`config.mk`:
```
export PLATFORM = sky130hd
export DESIGN_NAME = wishbone_classic_arbiter_flat
export DESIGN_NICKNAME = d
export VERILOG_FILES = /design/src/rtl/wishbone_classic_arbiter_if.sv /design/src/rtl/wishbone_classic_arbiter.sv /design/src/flat_wrapper.sv
export SDC_FILE = /design/constraint.sdc
export NUM_CORES = 1
export LEC_CHECK = 0
export ABC_AREA = 1
export CORE_AREA = 4 4 110 112
export DETAILED_ROUTE_END_ITERATION = 7
export DIE_AREA = 0 0 114 116
export PLACE_DENSITY_LB_ADDON = 0.15
export SETUP_SLACK_MARGIN = 0.05
export SLEW_MARGIN = 10
export SYNTH_ARGS = -nofsm -noshare
export SYNTH_HDL_FRONTEND = slang
export SYNTH_SLANG_ARGS = --single-unit
```
`constraint.sdc`:
```
create_clock -name clk_i -period 1.79 [get_ports clk_i]
set_clock_uncertainty 0.15 [all_clocks]
set_input_delay 0.358 -clock clk_i [delete_from_list [all_inputs] [get_ports clk_i]]
set_output_delay 0.358 -clock clk_i [all_outputs]
set_load 0.1 [all_outputs]
```
`src/rtl/wishbone_classic_arbiter_if.sv`:
```
// wishbone_classic_arbiter_if: controller-side and device-side Wishbone classic buses around the arbiter
interface wishbone_classic_arbiter_if #(
    parameter int N      = 2,
    parameter int ADDR_W = 32,
    parameter int DATA_W = 32
);
    logic [N-1:0]          c_cyc_i, c_stb_i, c_we_i;
    logic [N*ADDR_W-1:0]   c_adr_i;
    logic [N*DATA_W-1:0]   c_dat_i;
    logic [N*DATA_W/8-1:0] c_sel_i;
    logic [N-1:0]          c_ack_o, c_err_o, c_rty_o;
    logic [DATA_W-1:0]     c_dat_o;
    logic                  d_cyc_o, d_stb_o, d_we_o;
    logic [ADDR_W-1:0]     d_adr_o;
    logic [DATA_W-1:0]     d_dat_o;
    logic [DATA_W/8-1:0]   d_sel_o;
    logic                  d_ack_i, d_err_i, d_rty_i;
    logic [DATA_W-1:0]     d_dat_i;
    logic [N-1:0]          gnt_o;

    modport slave (
        input  c_cyc_i, c_stb_i, c_we_i, c_adr_i, c_dat_i, c_sel_i,
        input  d_ack_i, d_err_i, d_rty_i, d_dat_i,
        output c_ack_o, c_err_o, c_rty_o, c_dat_o,
        output d_cyc_o, d_stb_o, d_we_o, d_adr_o, d_dat_o, d_sel_o, gnt_o
    );

    modport master (
        output c_cyc_i, c_stb_i, c_we_i, c_adr_i, c_dat_i, c_sel_i,
        output d_ack_i, d_err_i, d_rty_i, d_dat_i,
        input  c_ack_o, c_err_o, c_rty_o, c_dat_o,
        input  d_cyc_o, d_stb_o, d_we_o, d_adr_o, d_dat_o, d_sel_o, gnt_o
    );
endinterface

```
`src/rtl/wishbone_classic_arbiter.sv`:
```
// wishbone_classic_arbiter: round-robin sharing of one Wishbone classic device among N controllers.
// Define WB_ARB_TIMEOUT_EN to compile in the watchdog that aborts unanswered cycles.
module wishbone_classic_arbiter #(
    parameter int N              = 2,
    parameter int ADDR_W         = 32,
    parameter int DATA_W         = 32,
    parameter int TIMEOUT_CYCLES = 256
) (
    input logic clk_i,
    input logic rst_ni,
    wishbone_classic_arbiter_if.slave bus
);
    localparam int IW = $clog2(N);
    localparam int SW = DATA_W / 8;

    typedef enum logic [1:0] {
        IDLE,
        GRANT
`ifdef WB_ARB_TIMEOUT_EN
        , ABORT
`endif
    } state_t;

    state_t        state;
    logic [N-1:0]  gnt;
    logic [IW-1:0] idx, ptr, win;
    logic          own_cyc, tmo, act;

    // Descending scan so the requester closest to ptr (mod N) is the last to write win.
    always_comb begin
        win = ptr;
        for (int i = N - 1; i >= 0; i--)
            if (bus.c_cyc_i[(int'(ptr) + i) % N]) win = IW'((int'(ptr) + i) % N);
    end

    assign own_cyc = bus.c_cyc_i[idx];
    assign act     = state == GRANT && own_cyc && !tmo;

`ifdef WB_ARB_TIMEOUT_EN
    localparam int TW = $clog2(TIMEOUT_CYCLES + 1);
    logic [TW-1:0] cnt;
    logic          rsp;
    assign rsp = bus.d_ack_i | bus.d_err_i | bus.d_rty_i;
    assign tmo = state == GRANT && own_cyc && cnt == TW'(TIMEOUT_CYCLES);
    always_ff @(posedge clk_i or negedge rst_ni)
        if (!rst_ni) cnt <= '0;
        else cnt <= (bus.d_stb_o && !rsp) ? cnt + 1'b1 : '0;
`else
    assign tmo = 1'b0;
`endif

    assign bus.gnt_o   = gnt;
    assign bus.d_cyc_o = act;
    assign bus.d_stb_o = act & bus.c_stb_i[idx];
    assign bus.d_we_o  = act & bus.c_we_i[idx];
    assign bus.d_adr_o = act ? bus.c_adr_i[int'(idx)*ADDR_W +: ADDR_W] : '0;
    assign bus.d_dat_o = act ? bus.c_dat_i[int'(idx)*DATA_W +: DATA_W] : '0;
    assign bus.d_sel_o = act ? bus.c_sel_i[int'(idx)*SW +: SW] : '0;
    assign bus.c_ack_o = {N{act & bus.d_ack_i}} & gnt;
    assign bus.c_err_o = ({N{act & bus.d_err_i}} | {N{tmo}}) & gnt;
    assign bus.c_rty_o = {N{act & bus.d_rty_i}} & gnt;
    assign bus.c_dat_o = bus.d_dat_i;

    always_ff @(posedge clk_i or negedge rst_ni) begin
        if (!rst_ni) begin
            state <= IDLE;
            gnt   <= '0;
            idx   <= '0;
            ptr   <= '0;
        end else begin
            case (state)
                IDLE: if (|bus.c_cyc_i) begin
                    state <= GRANT;
                    gnt   <= N'(1) << win;
                    idx   <= win;
                    ptr   <= (int'(win) == N - 1) ? '0 : win + 1'b1;
                end
                default: if (!own_cyc) begin
                    state <= IDLE;
                    gnt   <= '0;
                end
`ifdef WB_ARB_TIMEOUT_EN
                else if (tmo) state <= ABORT;
`endif
            endcase
        end
    end
endmodule

```
`src/flat_wrapper.sv`:
```
// flat-port wrapper written by rule: the top's interface ports become plain ports
module wishbone_classic_arbiter_flat 
#(
    parameter int N              = 2,
    parameter int ADDR_W         = 32,
    parameter int DATA_W         = 32,
    parameter int TIMEOUT_CYCLES = 256
)
  (clk_i, rst_ni, bus_c_cyc_i, bus_c_stb_i, bus_c_we_i, bus_c_adr_i, bus_c_dat_i, bus_c_sel_i, bus_d_ack_i, bus_d_err_i, bus_d_rty_i, bus_d_dat_i, bus_c_ack_o, bus_c_err_o, bus_c_rty_o, bus_c_dat_o, bus_d_cyc_o, bus_d_stb_o, bus_d_we_o, bus_d_adr_o, bus_d_dat_o, bus_d_sel_o, bus_gnt_o);
  wishbone_classic_arbiter_if #(.N(N), .ADDR_W(ADDR_W), .DATA_W(DATA_W)) bus_i ();
  input logic clk_i;
  input logic rst_ni;
  input wire logic [$bits(bus_i.c_cyc_i)-1:0] bus_c_cyc_i;
  input wire logic [$bits(bus_i.c_stb_i)-1:0] bus_c_stb_i;
  input wire logic [$bits(bus_i.c_we_i)-1:0] bus_c_we_i;
  input wire logic [$bits(bus_i.c_adr_i)-1:0] bus_c_adr_i;
  input wire logic [$bits(bus_i.c_dat_i)-1:0] bus_c_dat_i;
  input wire logic [$bits(bus_i.c_sel_i)-1:0] bus_c_sel_i;
  input wire logic [$bits(bus_i.d_ack_i)-1:0] bus_d_ack_i;
  input wire logic [$bits(bus_i.d_err_i)-1:0] bus_d_err_i;
  input wire logic [$bits(bus_i.d_rty_i)-1:0] bus_d_rty_i;
  input wire logic [$bits(bus_i.d_dat_i)-1:0] bus_d_dat_i;
  output wire logic [$bits(bus_i.c_ack_o)-1:0] bus_c_ack_o;
  output wire logic [$bits(bus_i.c_err_o)-1:0] bus_c_err_o;
  output wire logic [$bits(bus_i.c_rty_o)-1:0] bus_c_rty_o;
  output wire logic [$bits(bus_i.c_dat_o)-1:0] bus_c_dat_o;
  output wire logic [$bits(bus_i.d_cyc_o)-1:0] bus_d_cyc_o;
  output wire logic [$bits(bus_i.d_stb_o)-1:0] bus_d_stb_o;
  output wire logic [$bits(bus_i.d_we_o)-1:0] bus_d_we_o;
  output wire logic [$bits(bus_i.d_adr_o)-1:0] bus_d_adr_o;
  output wire logic [$bits(bus_i.d_dat_o)-1:0] bus_d_dat_o;
  output wire logic [$bits(bus_i.d_sel_o)-1:0] bus_d_sel_o;
  output wire logic [$bits(bus_i.gnt_o)-1:0] bus_gnt_o;
  assign bus_i.c_cyc_i = bus_c_cyc_i;
  assign bus_i.c_stb_i = bus_c_stb_i;
  assign bus_i.c_we_i = bus_c_we_i;
  assign bus_i.c_adr_i = bus_c_adr_i;
  assign bus_i.c_dat_i = bus_c_dat_i;
  assign bus_i.c_sel_i = bus_c_sel_i;
  assign bus_i.d_ack_i = bus_d_ack_i;
  assign bus_i.d_err_i = bus_d_err_i;
  assign bus_i.d_rty_i = bus_d_rty_i;
  assign bus_i.d_dat_i = bus_d_dat_i;
  assign bus_c_ack_o = bus_i.c_ack_o;
  assign bus_c_err_o = bus_i.c_err_o;
  assign bus_c_rty_o = bus_i.c_rty_o;
  assign bus_c_dat_o = bus_i.c_dat_o;
  assign bus_d_cyc_o = bus_i.d_cyc_o;
  assign bus_d_stb_o = bus_i.d_stb_o;
  assign bus_d_we_o = bus_i.d_we_o;
  assign bus_d_adr_o = bus_i.d_adr_o;
  assign bus_d_dat_o = bus_i.d_dat_o;
  assign bus_d_sel_o = bus_i.d_sel_o;
  assign bus_gnt_o = bus_i.gnt_o;
  wishbone_classic_arbiter #(.N(N), .ADDR_W(ADDR_W), .DATA_W(DATA_W), .TIMEOUT_CYCLES(TIMEOUT_CYCLES)) u_core (.clk_i(clk_i), .rst_ni(rst_ni), .bus(bus_i));
endmodule
```
* After elaboration in Yosys (flattened, before gate mapping)
Cells that the tools add are included.
** Storage, ports and cells
- Input bits :: 179
- Output and inout port bits :: 111
- Word-level logic and storage cells :: 52
- Bits in registers :: 6
** Cells by class
- $lt $le $gt $ge :: 3
- Bitwise operators :: 9
- Eq/ne operators :: 3
- Reductions and logical operators :: 5
- Shifts and indexed selects :: 4
- Add/sub/neg operators :: 2
- Multiplexer cells :: 22
** Operator list (number)
- 64-bit by 7-bit indexed part select with 32-bit output :: 2
- 32-bit 2-to-1 mux :: 2
- 1-bit 2-to-1 mux :: 14
- 2-bit 2-to-1 mux :: 5
- 8-bit by 4-bit indexed part select with 4-bit output :: 1
- 2-bit AND :: 3
- 1-bit AND :: 5
- 1-bit by 2-bit < comparator with 1-bit output (second input constant) :: 2
- 4-bit 2-to-1 mux :: 1
- 2-bit AND reduction :: 2
- 2-bit by 3-bit < comparator with 1-bit output (second input constant) :: 1
- 1-bit adder (second input constant) :: 2
- 2-bit by 1-bit == test with 1-bit output (second input constant) :: 1
- 2-bit logical NOT :: 1
- 2-bit by 1-bit != test with 1-bit output (second input constant) :: 1
- 2-bit != test (second input constant) :: 1
- 2-bit OR reduction :: 1
- 1-bit by 1-bit << shifter with 2-bit output (first input constant) :: 1
- 1-bit AND (first input constant) :: 1
- 1-bit logical AND :: 1

* Logic depth before layout (Yosys ltp)
Gate-level depths: netlist of run 1.
- Word-level depth :: 10
- Gate-level depth with buffers :: 8

* Least setup slack after synthesis of run 1
Ideal clock, no wire load.
- Path kind :: register to output
- Start :: register u_core.gnt[0] (netlist: u_core.bus.gnt_o[0])
- End :: output bus_c_ack_o[0]
- Setup slack :: -1.916 ns
- Data arrival time :: 3.198 ns
- Path buffers :: 0
- Stages on the path, launching flop included :: 3
- Cells stage by stage :: dfrtp_1 > inv_1 > nor3_1
** Between the ends
- Longest elaborated chain between the ends :: 1
** RTL lines
- start: declaration :: RTL line wishbone_classic_arbiter.sv:25 : logic [N-1:0] gnt;
- start signal: assignment :: RTL line wishbone_classic_arbiter.sv:74 : gnt <= N'(1) << win;
- 2-bit AND :: RTL line wishbone_classic_arbiter.sv:59 : assign bus.c_ack_o = {N{act & bus.d_ack_i}} & gnt;
- end: declaration :: RTL line flat_wrapper.sv:23 : output wire logic [$bits(bus_i.c_ack_o)-1:0] bus_c_ack_o;
Every way passes these cells.

* Worst setup path in the final report of run 1
- Start :: register u_core.idx
- End :: output bus_d_dat_o[27]
** Between the ends
- Longest elaborated chain between the ends :: 4
- Elaborated cells on any way between the ends :: 5
** RTL lines
- start: declaration :: RTL line wishbone_classic_arbiter.sv:26 : logic [IW-1:0] idx, ptr, win;
- start signal: assignment :: RTL line wishbone_classic_arbiter.sv:75 : idx <= win;
- parallel branches: the longest is 3 deep, another holds 64-bit by 7-bit indexed part select with 32-bit output
- 32-bit 2-to-1 mux * :: RTL line wishbone_classic_arbiter.sv:57 : assign bus.d_dat_o = act ? bus.c_dat_i[int'(idx)*DATA_W +: DATA_W] : '0;
- end: declaration :: RTL line flat_wrapper.sv:31 : output wire logic [$bits(bus_i.d_dat_o)-1:0] bus_d_dat_o;
Every way passes the cells marked *. The select of a mux whose other input is x is not followed.

==> metrics.md, run 1 <==
| Metric | Value |
|---|---|
| Status | finished, violations left |
| Failing checks | negative setup slack |
| GRT Total Usage | between 10% and 20% |
| Syn Area/Cell | 5.04 um2 |
| Final worst path period share | 117% |
| First-pass GRT wire length | 15500 um |
| DR DRC count | 0 |
| GP Congestion | 0.811 |
| Initial cell density of the core | between 10% and 20% |
| Setup CP Type | reg2out |
| Register-to-Register Path Depth | 7 |
| F_max | about 0.48 GHz |
| Sink Count | 5 |
| Diode count | 0 |
| Reg clk slew, reported paths | around 30 ps |
| Die Area | between 0.01 and 0.015 mm2 |
| Startpoint class of the critical path | flop |
| Crit path max fanout | 9 |
| P_int | 4.95 mW |
| Tmin final | around 2100 ps |
| CP peak stage delay | 440 ps |
| PwrDens | around 2100 mW/mm2 |
| Via count | 2795 |
| FF-to-FF setup slack | 330 ps |
| WL final | about 11000 um |
| Core region area | between 0.01 and 0.015 mm2 |
| Die Width | 114 um |
| Placed wire-length estimate | about 8100 um |
| Filler cell count | 1014 |
| Layout cells sized above 1 | a little over two fifths |
| Final Util | 52.6% |
| I/O pin count | 290 |
| Slew margin rel. | 75.0% |
| Met2 Track Usage GR | approximately 28% |
| Area growth, synth to finish | 286% |
| Synth top area share | 37.3% |
| Hold WC Path Type | in2async |
| Sw frac | 60.8% |
| Hold Fails Final Rpt | 0 |
| Met3 Use GR | between 3 and 4% |
| Die Ht | 116 um |
| Vias in the first global route | 2935 |
| Post-DRT Antenna Nets | 0 |
| Most frequent cells in the layout | clkdlybuf4s50_1 (144), nand2_1 (130), buf_12 (86) |
| CTS Buffer Depth | 2 |
| Final hold slack | around 210 ps |
| Clock power frac | about 2.9% |
| IO Port Bufs | 225 |
| Sequential element share of the synthesized area | 8.17% |
| FF-to-FF End | u_core.bus.gnt_o[1] |
| Distinct cells, synth | 16 |
| Antenna violations before repair | 0 |
| Largest net degree at the start of global routing | 38 |
| Nets | 695 |
| YS warnings | 0 |
| WL per Instance | 16.5 um |
| Commonest non-fill, non-tap cell in the layout | clkdlybuf4s50_1 |
| Slowest cell on the critical path | dfrtp_2 |
| Slew Limit Fails | 0 |
| Maximum VDD drop | 1380 uV |
| Row cnt | 39 |
| Crit end category | output port |
| Global route hottest layer | met2 |
| Syn Inst Count | ~300 |
| Vias per cell | 4.25 |
| Seq pwr share | 2.1% |
| Yosys top cell by area | nand2_1 |
| Met1 GRT Util | 16.4% |
| Pwr Total | 12.6 mW |
| Setup violators final | 77 |
| Critical path data required time | about 1300 ps |
| FF+latch count, synth | 5 |
| Max cap viols | 0 |
| CTS root buffer | clkbuf_16 |
| CTS buffer count | 3 |
| Total grt overflow | 0 |
| Crit path DAT | ~1600 ps |
| Starting DRC count in detailed routing | 77 |
| Setup_tns | -20280 ps |
| DRT Pass-1 Iters | 4 |
| RSZ-0062 raised after global routing | yes |
| H-tree levels | 1 |
| Reg-to-reg critical path startpoint | u_core.idx |
| Post-CTS Hold Fix Bufs | 0 |
| LEAKAGE | 2.24 nW |
| Post-Syn Nets | 483 |
| Comb pwr share | between 90% and 100% |
| Least-Margin Pin Slew | around 370 ps |
| Synth area leaders | nand2_1 (37%), a21oi_1 (20%), buf_4 (17%) |
| Clock Latency Late Sink | between 200 and 250 ps |
| Worst-path cell chain | inv_6 -> buf_8 -> buf_8 -> buf_12 -> nand2_2 -> a21oi_4 -> buf_12 |
| Mapped Area | 0.00153 mm2 |
| Placed Area | 0.00508 mm2 |
| Sw power | 7.68 mW |
| Final worst-path setup slack | -303 ps |
| CTS tree | done |
| Final Cell Area | 0.00590 mm2 |
==> routing by layer <==
metal  share of wire, %  wire, um
met5                  0         0
met4                1.5       163
met3                6.9       752
met2                 55      5970
met1                 37      3970
==> kinds of logic (layout without fill, tap and decap cells) <==
kind of cell	after synthesis	after routing	synth area share (%)
AND/OR/NAND/NOR	162	162	40.9
flip-flops	5	5	8.17
AO/OA/AOI/OAI	72	72	25.7
buffers and inverters	65	276	25.2
==> power groups by stage <==
| stage | clock [mW] | combinational (mW) | sequential [mW] |
|---|---|---|---|
| floorplan | 0 | 6.70 | 0.392 |
| global placement | 0 | 10.4 | 0.267 |
| detailed placement | 0 | 10.5 | 0.264 |
| global route | 0.378 | 12.4 | 0.274 |
| finish | 0.368 | 12.0 | 0.265 |
| CTS | 0.374 | 11.7 | 0.264 |
==> flip-flops by register name (all words and copies together), names as in the netlist <==
register	cells
u_core.bus.gnt_o	2
u_core.idx	1
u_core.ptr	1
u_core.state	1
==> how the worst max path moves through the flow <==
| stage | cells past startpoint | slack, ps | start | end |
|---|---|---|---|---|
| 3_5_place_dp | 7 | -580 | bus_c_cyc_i[0] | bus_d_adr_o[8] |
| 4_1_cts | 6 | -300 | u_core.idx | bus_d_adr_o[2] |
| 6_report | 7 | -300 | u_core.idx | bus_d_dat_o[27] |
| 5_1_grt | 7 | -360 | u_core.idx | bus_d_dat_o[25] |
| 2_1_floorplan | 5 | -1070 | u_core.idx | bus_d_adr_o[15] |
| 3_3_place_gp | 7 | -580 | bus_c_cyc_i[0] | bus_d_adr_o[8] |
==> stage by stage <==
| stage | worst slack, ps | cells |
|---|---|---|
| 2_1_floorplan | -1070 | 304 |
| 3_3_place_gp | -584 | 640 |
| 3_5_place_dp | -581 | 640 |
| 4_1_cts | -300 | 653 |
| 5_1_grt | -356 | 658 |
| 6_report | -303 | 658 |
==> worst max-delay path, delay by kind of cell (launching register included) <==
family | cells | cell delay, ps
buf+inv | 5 | 660
flops | 1 | 440
compound gates | 1 | 180
simple gates | 1 | 70
==> synthesized netlist by cell type (all sizes together) <==
master,instances
dfrtp,5
inv,10
nand2,153
buf,41
clkbuf,14
nand3,3
o211ai,1
nor3,6
a21oi,70
o21ai,1
==> area by class of cell <==
type	count	area (um2)	share of cell area (%)
Timing Repair Buffer	262	3650	61.9
Multi-Input combinational cell	234	1810	30.7
Tap cell	143	179	3.03
Sequential cell	5	134	2.27
Clock buffer	4	78.8	1.34
Inverter	10	46.3	0.784
==> repair_timing <==
item / CTS / global route
resized for setup: 92 / 22
pin swaps: 13 / 28
endpoints found under the setup margin: 77 / 77
setup buffers: 7 / 1
gates cloned: 4 / 4
(Power assumes the default switching activity.)
==> inputs of run 2 (changes only) <==
--- a/config.mk
+++ b/config.mk
@@ -9,8 +9,10 @@
 export CORE_AREA = 4 4 110 112
 export DETAILED_ROUTE_END_ITERATION = 7
 export DIE_AREA = 0 0 114 116
+export GPL_TIMING_DRIVEN = 1
 export PLACE_DENSITY_LB_ADDON = 0.15
 export SETUP_SLACK_MARGIN = 0.05
+export SKIP_CTS_REPAIR_TIMING = 1
 export SLEW_MARGIN = 10
 export SYNTH_ARGS = -nofsm -noshare
 export SYNTH_HDL_FRONTEND = slang
==> run 2 against run 1 <==
Compared with the run above:
- sequential share of layout area barely moved
- die area did not move
- the run still ends with negative setup slack left
- register-to-register slack got worse by 110 ps
==> metrics.md, run 2 (synthesis gave the netlist of run 1 again) <==
| Metric | Value |
|---|---|
| Status | finished, violations left |
| Failing checks | negative setup slack |
| First-pass GRT wire length | 14400 um (-7.0%) |
| Die Ht | 116 um (unchanged) |
| Total grt overflow | 0 (unchanged) |
| Diode count | 0 (unchanged) |
| CTS tree | done |
| Startpoint class of the critical path | flop |
| Crit path to | bus_d_dat_o[27] |
| Register-to-Register Path Depth | 9 (+2) |
| Least-Margin Pin Slew | 367 ps (-2.96 ps) |
| FF-to-FF setup slack | 220 ps (-110 ps) |
| Row cnt | 39 (unchanged) |
| Multi-input gate area | 0.00184 mm2 (+1.7%) |
| Filler cell count | 1009 (-0.49%) |
| Hold WC Path Type | in2async |
| Via count | 2823 (+1.0%) |
| Slew margin rel. | 75.2% (+0.20 points) |
| Reg clk slew, reported paths | 30 ps (about the same) |
| Max cap viols | 0 (unchanged) |
| Register Area | 134 um2 (unchanged) |
| Vias per cell | 4.25 (about the same) |
| Hold Fails Final Rpt | 0 (unchanged) |
| WL final | 11500 um (+5.5%) |
| PwrDens | 2140 mW/mm2 (-0.16%) |
| F_max | 0.459 GHz (-3.9%) |
| FF-to-FF End | u_core.bus.gnt_o[1] |
| Final Cell Area | 0.00598 mm2 (+1.3%) |
| Die Width | 114 um (unchanged) |
| CTS buffer count | 3 (unchanged) |
| Starting DRC count in detailed routing | 88 (+14%) |
| RSZ-0062 raised after global routing | yes |
| Clock Latency Late Sink | 230 ps (about the same) |
| Nets | 701 (+0.86%) |
| Critical path data required time | 1280 ps (about the same) |
| Placed wire-length estimate | 8110 um (unchanged) |
| CTS Buffer Depth | 2 (unchanged) |
| Setup CP Type | reg2out |
| Most frequent cells in the layout | nand2_1 (147), clkdlybuf4s50_1 (144), buf_12 (90) |
| Vias in the first global route | 2713 (-7.6%) |
| Final worst-path setup slack | -387 ps (-84.1 ps) |
| Crit end category | output port |
| GP Congestion | 0.811 (unchanged) |
| Layout cells sized above 1 | 41.3% (-2.6 points) |
| Initial cell density of the core | 13.6% (unchanged) |
| Max reg flops | 2 (unchanged) |
| Maximum VDD drop | 1370 uV (-0.10%) |
| Core region area | 0.0112 mm2 (unchanged) |
| H-tree levels | 1 (unchanged) |
| Slew Limit Fails | 0 (unchanged) |
| CTS root buffer | clkbuf_16 |
| I/O pin count | 290 (unchanged) |
| Crit path DAT | 1670 ps (+90 ps) |
| Final worst path period share | 122% (+4.7 points) |
| Die Area | 0.0132 mm2 (unchanged) |
| IO Port Bufs | 225 (unchanged) |
| Area growth, synth to finish | 291% |
| Crit path max fanout | 13 (+4) |
| GRT Total Usage | 13.4% (-1.1 points) |
| Tmin final | 2180 ps (+84.1 ps) |
| Worst setup startpoint | u_core.idx |
| Sink Count | 5 (unchanged) |
| Setup violators final | 77 (unchanged) |
| Antenna violations before repair | 0 (unchanged) |
| Reg-to-reg critical path startpoint | u_core.idx |
| WL per Instance | 17.2 um (+4.5%) |
| Post-DRT Antenna Nets | 0 (unchanged) |
| LEAKAGE | 2.29 nW (+2.1%) |
| Placed Area | 0.00508 mm2 (unchanged) |
| Final hold slack | 214 ps (-0.204 ps) |
| DR DRC count | 0 (unchanged) |
| DRT Pass-1 Iters | 4 (unchanged) |
| Commonest non-fill, non-tap cell in the layout | nand2_1 |
| Largest net degree at the start of global routing | 38 (unchanged) |
run 2: worst min-delay path by stage:
stage,startpoint,endpoint,slack (ps)
detailed placement,u_core.ptr,u_core.ptr,340
global placement,u_core.ptr,u_core.ptr,340
floorplan,rst_ni,u_core.idx,-90
CTS,rst_ni,u_core.ptr,220
global route,rst_ni,u_core.bus.gnt_o[0],230
finish,rst_ni,u_core.ptr,210
run 2: through the flow:
stage	setup TNS, ps	util [%]	worst slack (ps)	instances	power (mW)
after global routing	-26960	53.3	-452	664	13.2
after global placement	-36230	45.3	-584	640	10.7
final	-22800	53.3	-387	664	12.8
after floorplan	-50940	-	-1070	304	7.09
after CTS	-37400	46.0	-600	644	11.1
after detailed placement	-37010	45.3	-581	640	10.7
run 2: area by class of cell:
type                            instances  share of cell area (%)
Timing Repair Buffer                  267                    61.9
Tap cell                              143                    2.99
Multi-Input combinational cell        235                    30.8
Clock buffer                            4                    1.32
Inverter                               10                   0.774
Sequential cell                         5                    2.24
run 2: routing by layer:
metal	track usage, %	wire [um]	vias up	part of all wire, %
met2	26.1	6420	124	56
met5	0	0	-	0
met1	15.2	4150	1314	36
met3	3.29	805	12	7.0
li1	-	-	1373	-
met4	1.35	81	0	0.71
run 2: critical path, stage by stage (launching register included):
cell and delay (ps):
dfrtp_2 410, clkinv_4 80, nand2_4 80, buf_6 100, nand3_4 150, buf_12 220, a21oi_2 180, buf_12 200
run 2: power breakdown:
part	switching (mW)	internal [mW]	total, mW
combinational	7.62	4.51	12.1
sequential	0.0864	0.188	0.274
clock	0.0731	0.295	0.368
total	7.78	4.99	12.8
==> inputs of run 3 (changes only) <==
--- a/config.mk
+++ b/config.mk
@@ -10,9 +10,9 @@
 export DETAILED_ROUTE_END_ITERATION = 7
 export DIE_AREA = 0 0 114 116
 export GPL_TIMING_DRIVEN = 1
-export PLACE_DENSITY_LB_ADDON = 0.15
 export SETUP_SLACK_MARGIN = 0.05
 export SKIP_CTS_REPAIR_TIMING = 1
+export SKIP_LAST_GASP = 1
 export SLEW_MARGIN = 10
 export SYNTH_ARGS = -nofsm -noshare
 export SYNTH_HDL_FRONTEND = slang
==> run 3 against run 2 <==
Compared with the run above:
- the flow still finishes with violations (negative setup slack)
- critical path depth did not move
- fmax rose by 2.3%
- die area stayed put
- power shrank 1.9%
- via count down 0.32%
- critical path type unchanged
- largest power group unchanged
==> metrics.md, run 3 (synthesis gave the netlist of run 1 again) <==
| Metric | Value |
|---|---|
| Status | finished, violations left |
| Failing checks | negative setup slack |
| Core region area | 0.0112 mm2 (unchanged) |
| Die Area | 0.0132 mm2 (unchanged) |
| Least-Margin Pin Slew | 282 ps (-85.3 ps) |
| Diode count | 0 (unchanged) |
| H-tree levels | 1 (unchanged) |
| Final worst path period share | 119% (-2.7 points) |
| Die Ht | 116 um (unchanged) |
| F_max | 0.470 GHz (+2.3%) |
| Vias per cell | 4.26 (+0.13%) |
| WL per Instance | 16.8 um (-2.5%) |
| Via count | 2814 (-0.32%) |
| Slew Limit Fails | 0 (unchanged) |
| DRT Pass-1 Iters | 4 (unchanged) |
| Multi-input gate area | 0.00181 mm2 (-1.6%) |
| Final Cell Area | 0.00587 mm2 (-1.8%) |
| Nets | 698 (-0.43%) |
| Max cap viols | 0 (unchanged) |
| Final worst-path setup slack | -338 ps (+48.5 ps) |
| CTS root buffer | clkbuf_16 |
| Placed wire-length estimate | 8040 um (-0.75%) |
| Initial cell density of the core | 13.6% (unchanged) |
| Crit path DAT | 1620 ps (-50 ps) |
| Hold Fails Final Rpt | 0 (unchanged) |
| Vias in the first global route | 2689 (-0.88%) |
| Layout cells sized above 1 | 40.5% (-0.73 points) |
| Total grt overflow | 0 (unchanged) |
| First-pass GRT wire length | 13900 um (-3.4%) |
| Critical path data required time | 1280 ps (about the same) |
| Antenna violations before repair | 0 (unchanged) |
| FF-to-FF setup slack | 320 ps (+100 ps) |
| Register-to-Register Path Depth | 9 (unchanged) |
| GP Congestion | 0.791 (-2.5%) |
| Setup violators final | 77 (unchanged) |
| Reg-to-reg critical path startpoint | u_core.idx |
| Clock Latency Late Sink | 230 ps (about the same) |
| PwrDens | 2130 mW/mm2 (about the same) |
| Slew margin rel. | 81.0% (+5.7 points) |
| Largest net degree at the start of global routing | 40 (+5.3%) |
| Row cnt | 39 (unchanged) |
| CTS buffer count | 3 (unchanged) |
| Crit end category | output port |
| LEAKAGE | 2.25 nW (-1.8%) |
| Placed Area | 0.00502 mm2 (-1.1%) |
| I/O pin count | 290 (unchanged) |
| Tmin final | 2130 ps (-48.5 ps) |
| Place WS | -555 ps (+25.6 ps) |
| Most frequent cells in the layout | nand2_1 (149), clkdlybuf4s50_1 (144), buf_12 (87) |
| Maximum VDD drop | 1230 uV (-11%) |
| Setup CP Type | reg2out |
| Pwr Total | 12.5 mW (-1.9%) |
| GRT Total Usage | 12.8% (-0.59 points) |
| Commonest non-fill, non-tap cell in the layout | nand2_1 |
| Hold WC Path Type | in2async |
| Register Area | 134 um2 (unchanged) |
| IO Port Bufs | 225 (unchanged) |
| WL final | 11100 um (-3.0%) |
| Max reg flops | 2 (unchanged) |
| Reg clk slew, reported paths | 40 ps (about the same) |
| Die Width | 114 um (unchanged) |
| FF-to-FF End | u_core.bus.gnt_o[1] |
| Final hold slack | 211 ps (-3.19 ps) |
| CTS Buffer Depth | 2 (unchanged) |
| Setup_tns | -20650 ps (+2150 ps) |
| Post-DRT Antenna Nets | 0 (unchanged) |
| Crit path max fanout | 8 (-5) |
| Area growth, synth to finish | 283% |
| Sink Count | 5 (unchanged) |
| DR DRC count | 0 (unchanged) |
| CTS tree | done |
| Startpoint class of the critical path | flop |
| RSZ-0062 raised after global routing | yes |
| Filler cell count | 1005 (-0.40%) |
| Starting DRC count in detailed routing | 105 (+19%) |
[run 3: changes by cell type in the layout (fill, tap and decap cells not counted)]
cell and change:
buf_16 +2, buf_12 -3, buf_8 -1, a21oi_4 -1, nand2_2 -2, buf_4 +5
nand3_4 -1, clkbuf_16 -3, nand2_1 +2, a21oi_2 +1, buf_6 -2
[run 3: power by group]
| group | switching [mW] | internal (mW) | leakage (nW) | total (mW) |
|---|---|---|---|---|
| Combinational | 7.53 | 4.36 | 2.15 | 11.9 |
| Clock | 0.0795 | 0.296 | 0.0382 | 0.375 |
| Sequential | 0.0762 | 0.188 | 0.0577 | 0.264 |
[run 3: worst max-delay path by stage]
stage / start / endpoint / cells after the start
2_1_floorplan: u_core.idx / bus_d_adr_o[15] / 5
3_3_place_gp: bus_c_cyc_i[0] / bus_d_adr_o[9] / 7
3_5_place_dp: bus_c_cyc_i[0] / bus_d_dat_o[19] / 7
4_1_cts: bus_c_cyc_i[0] / bus_d_adr_o[9] / 7
5_1_grt: u_core.idx / bus_c_err_o[1] / 7
6_report: u_core.idx / bus_c_err_o[1] / 7
[run 3: cell type report]
class / instances / share of cell area, %
repair buffers: 265 / 61.7
multi-input cells: 234 / 30.9
well taps: 143 / 3.05
flip-flops and latches: 5 / 2.28
clock buffers: 4 / 1.34
inverters: 10 / 0.789
[run 3: critical path, cell delays in order, from the launching register on]
cell and delay [ps]:
dfrtp_2 420, clkinv_4 80, nand2_4 70, nand3_4 70, buf_6 140, clkbuf_16 170, nor3_4 220, buf_12 200
[run 3: through the flow]
step / util [%] / cells
after floorplan: - / 304
after global placement: 44.8 / 636
after detailed placement: 44.8 / 636
after CTS: 45.5 / 640
after global routing: 52.3 / 661
final: 52.3 / 661
[run 3: per-layer routing]
metal,track usage (%),share of wire (%),vias up
met5,0,0,-
met4,2.38,1.4,0
met3,3.08,8.7,24
met2,24.7,54,140
met1,14.3,36,1288
li1,-,-,1362
